### config.mk
export PLATFORM = sky130hd
export DESIGN_NAME = rf_scoreboard
export DESIGN_NICKNAME = d
export VERILOG_FILES = /design/src/rtl/rf_pkg.sv /design/src/rtl/rf_pending.sv /design/src/rtl/rf_scoreboard.sv
export SDC_FILE = /design/constraint.sdc
export NUM_CORES = 2
export LEC_CHECK = 0
export ABC_AREA = 0
export CORE_MARGIN = 2
export CORE_UTILIZATION = 35
export CTS_CLUSTER_SIZE = 28
export DETAILED_ROUTE_END_ITERATION = 10
export HOLD_SLACK_MARGIN = 0.06
export PLACE_DENSITY = 0.58
export SYNTH_ARGS = -nofsm -noshare
export SYNTH_HDL_FRONTEND = slang
export SYNTH_SLANG_ARGS = --single-unit
### constraint.sdc
create_clock -name clk -period 6.5 [get_ports clk]
set_input_delay 1.3 -clock clk [delete_from_list [all_inputs] [get_ports clk]]
set_output_delay 1.3 -clock clk [all_outputs]
set_load 0.03 [all_outputs]
### src/rtl/rf_pkg.sv
// Shared defaults and the address-width helper for the register-file scoreboard.
package rf_pkg;

   localparam int unsigned XLEN_DEF  = 32;
   localparam int unsigned NREGS_DEF = 32;
   localparam int unsigned NRD_DEF   = 2;

   function automatic int unsigned rf_addr_width(input int unsigned n);
      return (n < 2) ? 1 : $clog2(n);
   endfunction

endpackage

### src/rtl/rf_pending.sv
// Pending-write bit per register, popcount tracker and the WAW / orphan hazard flags.
module rf_pending
   import rf_pkg::*;
#(
   parameter int unsigned NREGS = NREGS_DEF,
   parameter int unsigned AW    = rf_addr_width(NREGS)
) (
   input  logic             clk,
   input  logic             rst_n,
   input  logic             i_iss_en,
   input  logic [AW-1:0]    i_iss_wa,
   input  logic             i_wb_en,
   input  logic [AW-1:0]    i_wb_wa,
   output logic [NREGS-1:0] o_pend,
   output logic [AW:0]      o_cnt,
   output logic             o_iss_waw,
   output logic             o_wb_orphan
);

   logic [NREGS-1:0] r_pend;
   logic [NREGS-1:0] w_pend_nxt;
   logic [AW:0]      r_cnt;
   logic [AW:0]      w_cnt_nxt;
   logic             w_iss_vld;
   logic             w_wb_vld;
   logic             w_same;
   logic             w_set;
   logic             w_clr;

   always_comb begin
      w_iss_vld = i_iss_en && (i_iss_wa != '0);
      w_wb_vld  = i_wb_en && (i_wb_wa != '0);
      w_same    = w_iss_vld && w_wb_vld && (i_iss_wa == i_wb_wa);
      w_set     = w_iss_vld && !r_pend[i_iss_wa];
      // A writeback racing a fresh issue to the same register leaves it pending.
      w_clr     = w_wb_vld && r_pend[i_wb_wa] && !w_same;

      w_pend_nxt = r_pend;
      if (w_wb_vld) w_pend_nxt[i_wb_wa] = 1'b0;
      if (w_iss_vld) w_pend_nxt[i_iss_wa] = 1'b1;

      w_cnt_nxt = r_cnt + (AW+1)'(w_set) - (AW+1)'(w_clr);
   end

   always_ff @(posedge clk or negedge rst_n) begin
      if (!rst_n) begin
         r_pend <= '0;
         r_cnt  <= '0;
      end else begin
         r_pend <= w_pend_nxt;
         r_cnt  <= w_cnt_nxt;
      end
   end

   assign o_pend      = r_pend;
   assign o_cnt       = r_cnt;
   assign o_iss_waw   = rst_n && w_iss_vld && r_pend[i_iss_wa] && !w_same;
   assign o_wb_orphan = rst_n && w_wb_vld && !r_pend[i_wb_wa];

endmodule

### src/rtl/rf_scoreboard.sv
// Register file with multi-port combinational reads, optional writeback bypass and
// per-register pending-write scoreboard.
module rf_scoreboard
   import rf_pkg::*;
#(
   parameter int unsigned XLEN   = XLEN_DEF,
   parameter int unsigned NREGS  = NREGS_DEF,
   parameter int unsigned NRD    = NRD_DEF,
   parameter int unsigned BYPASS = 1,
   localparam int unsigned AW    = rf_addr_width(NREGS)
) (
   input  logic                clk,
   input  logic                rst_n,
   input  logic [NRD*AW-1:0]   RF_ADR,
   output logic [NRD*XLEN-1:0] RF_RD,
   output logic [NRD-1:0]      RF_BUSY,
   input  logic                ISS_EN,
   input  logic [AW-1:0]       ISS_WA,
   input  logic                WB_EN,
   input  logic [AW-1:0]       WB_WA,
   input  logic [XLEN-1:0]     WB_WD,
   output logic                ISS_WAW,
   output logic                WB_ORPHAN,
   output logic [AW:0]         PEND_CNT
);

   logic [XLEN-1:0]  r_regs [NREGS];
   logic [NREGS-1:0] w_pend;
   logic             w_wb_vld;

   assign w_wb_vld = WB_EN && (WB_WA != '0);

   // Entry 0 is cleared by reset and never written, so it always reads zero.
   always_ff @(posedge clk or negedge rst_n) begin
      if (!rst_n) begin
         for (int k = 0; k < int'(NREGS); k++) r_regs[k] <= '0;
      end else if (w_wb_vld) begin
         r_regs[WB_WA] <= WB_WD;
      end
   end

   for (genvar g = 0; g < int'(NRD); g++) begin : g_rd
      logic [AW-1:0] w_adr;
      logic          w_hit;
      assign w_adr = RF_ADR[g*AW +: AW];
      assign w_hit = (BYPASS != 0) && w_wb_vld && (WB_WA == w_adr);
      assign RF_RD[g*XLEN +: XLEN] = w_hit ? WB_WD : r_regs[w_adr];
      assign RF_BUSY[g] = w_pend[w_adr] && !w_hit;
   end

   rf_pending #(
      .NREGS (NREGS),
      .AW    (AW)
   ) u_pending (
      .clk         (clk),
      .rst_n       (rst_n),
      .i_iss_en    (ISS_EN),
      .i_iss_wa    (ISS_WA),
      .i_wb_en     (WB_EN),
      .i_wb_wa     (WB_WA),
      .o_pend      (w_pend),
      .o_cnt       (PEND_CNT),
      .o_iss_waw   (ISS_WAW),
      .o_wb_orphan (WB_ORPHAN)
   );

endmodule

# Word level (Yosys, flattened, before mapping)
# Cells that the tools add are included.
[word_totals]
ff_bits = 1062
input_bits = 56
output_inout_bits = 74
wordCells = 106
[classes]
addsub = 2
n_lt_le_gt_ge = 10
n_eq_ne = 3
mux = 25
n_bitwise = 6
n_reduce_logical = 26
[op_table]
columns = ["cell", "count"]
rows = [
  ["bitwise mux 1024 bit", 1],
  ["binary-select mux 32 bit (select 5 bit)", 2],
  ["two-way mux 32 bit", 9],
  ["demux 32 bit (select 5 bit)", 1],
  ["AND 32 bit", 1],
  ["inverter 32 bit", 1],
  ["OR 32 bit", 1],
  ["less-than comparator 5 x 6 -> 1 bit, second input constant", 4],
  ["binary-select mux 1 bit (select 5 bit)", 4],
  ["logical AND 1 bit", 19],
  [">= comparator 6 bit, second input constant", 3],
  ["inverter 5 -> 6 bit", 3],
  ["== test 5 bit", 3],
  ["demux 1 bit (select 5 bit)", 2],
  [">= comparator 5 x 1 -> 1 bit, second input constant", 2],
  ["nonzero test 5 bit", 2],
  ["adder 6 x 1 -> 6 bit", 1],
  ["less-than comparator 6 x 1 -> 1 bit, second input constant", 1],
  ["two-way mux 1 bit", 6],
  ["subtractor 6 x 1 -> 6 bit", 1],
  ["logical NOT 1 bit", 5],
]

# Logic depth before layout (Yosys ltp)
[logic_depth]
depth_word = 9
mapped_depth = 16

# Hierarchy
# Synthesis repeated with hierarchy kept, for this count alone.
[unflattened]
hier_cells = 3672
hier_area_um2 = 56506.7
[modules_own_cells]
columns = ["mod", "n_inst", "cells_per_inst", "area_per_inst_um2", "seq_area_each_um2"]
rows = [
  ["rf_scoreboard", 1, 3436, 54154.4, 25624.6],
  ["rf_pending", 1, 236, 2352.3, 950.9],
]

# Worst setup path before layout
# Ideal clock, no wire load.
[synth_timing]
path_type = "input-to-output"
from = "in RF_ADR[0]"
to = "out RF_RD[3]"
arrival_ns = 3.535
required_ns = 5.200
setup_slack_ns = 1.665
stages = 8
n_path_buf = 3
path_cell_list = "buf_4 > buf_4 > nor4bb_1 > clkbuf_1 > a22o_1 > a221oi_1 > o221ai_1 > o41ai_1"
[synth_between]
elab_chain_len = 5
elab_cells_between_ends = 7
[synth_rtl]
columns = ["item", "line_no", "source"]
rows = [
  ["start: declaration", "rf_scoreboard.sv:14", "input logic [NRD*AW-1:0] RF_ADR,"],
  ["inverter 5 -> 6 bit (implied by the code)", "rf_scoreboard.sv:47", "assign RF_RD[g*XLEN +: XLEN] = w_hit ? WB_WD : r_regs[w_adr];"],
  ["binary-select mux 32 bit (select 5 bit)", "rf_scoreboard.sv:47", ""],
  ["two-way mux 32 bit (implied by the code) (2 in a row)", "rf_scoreboard.sv:47", ""],
  ["two-way mux 32 bit *", "rf_scoreboard.sv:47", ""],
  ["end: declaration", "rf_scoreboard.sv:15", "output logic [NRD*XLEN-1:0] RF_RD,"],
]
# Every way passes the cells marked *; elsewhere a longest branch is shown, timed or not. The select of a mux whose other input is x is not followed.

# Worst setup path after layout
[layout_timing]
from = "in RF_ADR[2]"
to = "out RF_RD[19]"
# The elaborated chain is that of the path after synthesis.

==> results.json <==
{
  "dpl.hpwl_um": 114000,
  "synth_edf_count": 0,
  "worstPathRequired_ps": 5200,
  "hold_depth": 0,
  "yosys.area_share.xor_xnor_pct": 0.306,
  "cts_tree": "yes",
  "async_reset_ff_share_pct": 100,
  "ys.flop_type": "dfrtp_1",
  "route.met2.wl_um": 86900,
  "cts_root_buf": "clkbuf_16",
  "wl_per_cell_um": 31.2,
  "cts_max_level": 3,
  "num-fill-cells": 15138,
  "synth_top_area_share_pct": 46.4,
  "post-place-cells": 6082,
  "rows": 148,
  "layout.nets": 4087,
  "slew_headroom_pct": 16.0,
  "p_leak_nw": 28.0,
  "final_area_um2": 65400,
  "path_clk_slew_ps": 60,
  "dpl-instance-area_um2": 61300,
  "rsz0062_at_grt": "false",
  "finalSetupTns_ps": 0,
  "topRoutingLayerUsed": "met5",
  "cts.sinks": 1062,
  "synth-seq-area-share_pct": 46.4,
  "synth_seq_cells": 1062,
  "area_growth_pct": 14.2,
  "finalHoldViolations": 0,
  "num_vias": 38494,
  "cp-end-kind": "output port",
  "r2r.worst_path.cells": 13,
  "die-area_um2": 167000,
  "post_cts_resized": 0,
  "gr-total-overflow": 0,
  "setup_viol": 0,
  "hp-start": "r_regs[1006]",
  "reg2reg_from": "u_pending.o_pend[22]",
  "yosys.area_share.simple_pct": 3.46,
  "instances_no_fill": 6299,
  "hold_end": "r_regs[1006]",
  "maxCapViolations": 0,
  "clock_skew_ps": 3.67,
  "synth_area_um2": 57200,
  "place_congestion": 0.847,
  "crit_type": "in2out",
  "min_period_ps": 6060,
  "first_global_vias": 38432,
  "die_x_um": 408,
  "syn_nets": 4139,
  "die_y_um": 408,
  "drt_pre_antenna_iters": 6,
  "worst_slew_pin_slew_ps": 1260,
  "hold_slack_ps": 396,
  "yosysMostFrequentCell": "dfrtp_1",
  "synthAdderAreaFrac_pct": 0.166,
  "drive_above_1_share_pct": 45.5,
  "synth_top_family_by_area": "multiplexers",
  "drtIter0Drc": 4131,
  "drc": 0,
  "drt-total-wl_um": 196000,
  "slew_viol_final": 0,
  "syn_area_per_cell_um2": 14.0,
  "yosys-mux-area-fraction_pct": 39.0,
  "worst_r2r_endpoint": "u_pending.o_cnt[4]",
  "port_buffers": 129,
  "synth_cell_types": 65,
  "max_freq_mhz": 165,
  "met1_length_um": 87900,
  "synth_area_leader_cell": "dfrtp_1",
  "core_area_um2": 163000,
  "post_cts_buffers": 0,
  "worst-path-max-fanout": 26,
  "grt.total_usage_pct": 23.2,
  "status": "completed",
  "ios": 130,
  "grt_max_degree": 172,
  "route.met3.wl_um": 15800,
  "power_density_nw_per_um2": 310,
  "start_util_pct": 35.2,
  "clock_path_buffers": 3,
  "syn_inst": 4076,
  "antenna_found_initial": 2,
  "period_share_pct": 93.3,
  "r2r_slack_ps": 3110,
  "ir_drop_v": 0.000219,
  "cts_hold_buf": 0,
  "netlist_top_cells_count": "dfrtp_1, mux2_2, mux4_2, clkbuf_1, nand2_1",
  "vias_per_cell": 6.11,
  "cp.arrival_ps": 4760,
  "cp-start-kind": "primary input",
  "ys_top_cells_by_area": "dfrtp_1, mux2_2, mux4_2, mux2i_1, o22ai_1",
  "grt_pass1_wl_um": 283000,
  "clk-insertion-delay-late_ps": 740,
  "synth_compound_area_share_pct": 6.57,
  "hold_path.class": "reg2reg",
  "drtAntennaViolNets": 0,
  "yosysWarnings": 0,
  "worstSetupStartpoint": "RF_ADR[2]",
  "cts_buffers": 115
}
-- where the power goes --
group	internal [W]	switching, W
registers	0.00789	0.000959
logic	0.00253	0.00193
clock network	0.00414	0.00285
-- cell families (layout without fill, tap and decap cells) --
logic type      Yosys count  in the layout
simple gates            398            398
xor+xnor                 20             20
fa+ha+maj                 7              7
flops                  1062           1062
mux                    1562           1562
buf+inv                 494            541
other cells               0              1
compound gates          533            533
-- metal layers --
metal / GRT usage (%) / vias to the layer above
li1: - / 15559
met4: 7.19 / 4
met1: 34.2 / 20948
met5: 0 / -
met3: 4.80 / 297
met2: 34.2 / 1686
-- stage by stage --
step / power, W / setup WS (ps) / util [%]
finish: 0.0203 / 437 / 40.2
global placement: 0.0132 / 501 / 37.7
floorplan: 0.0118 / 1670 / -
global route: 0.0211 / 538 / 40.2
detailed placement: 0.0134 / 547 / 37.7
CTS: 0.0204 / 526 / 40.2
-- layout make-up --
cell class / instances / area [um2] / share of cell area (%)
clock inverter: 42 / 563 / 0.861
timing repair buffer: 291 / 3210 / 4.90
tap: 2175 / 2720 / 4.16
sequential: 1062 / 26600 / 40.7
inverter: 34 / 128 / 0.195
multi-input combinational: 2520 / 28700 / 43.9
antenna: 1 / 2.50 / 0.00383
clock buffer: 174 / 3460 / 5.30
-- sequential cells by signal (all words and copies together) (netlist names) --
register,flops
r_regs,1024
u_pending.o_pend,32
u_pending.o_cnt,6
-- worst max path at each step --
| stage | to | depth (start not counted) |
|---|---|---|
| after floorplan | RF_RD[3] | 8 |
| after global placement | RF_RD[19] | 8 |
| after detailed placement | RF_RD[19] | 8 |
| after CTS | RF_RD[19] | 8 |
| after global routing | RF_RD[19] | 8 |
| final | RF_RD[19] | 8 |
-- cell usage in the layout, fill, tap and decap left out, types with 57 or more instances in the layout --
| cell | n |
|---|---|
| buf_12 | 68 |
| buf_4 | 157 |
| clkbuf_16 | 119 |
| clkdlybuf4s50_1 | 57 |
| dfrtp_1 | 1062 |
| mux2_2 | 937 |
| mux2i_1 | 178 |
| mux4_2 | 438 |
| nand2_1 | 179 |
| o21ai_0 | 150 |
| o22ai_1 | 167 |
-- worst max-delay path, stage by stage --
cell,delay (ps)
buf_2,760
buf_4,410
nand2b_2,490
buf_12,330
a211oi_1,70
buf_4,180
o41ai_2,920
buf_12,210
(Power assumes the default switching activity.)
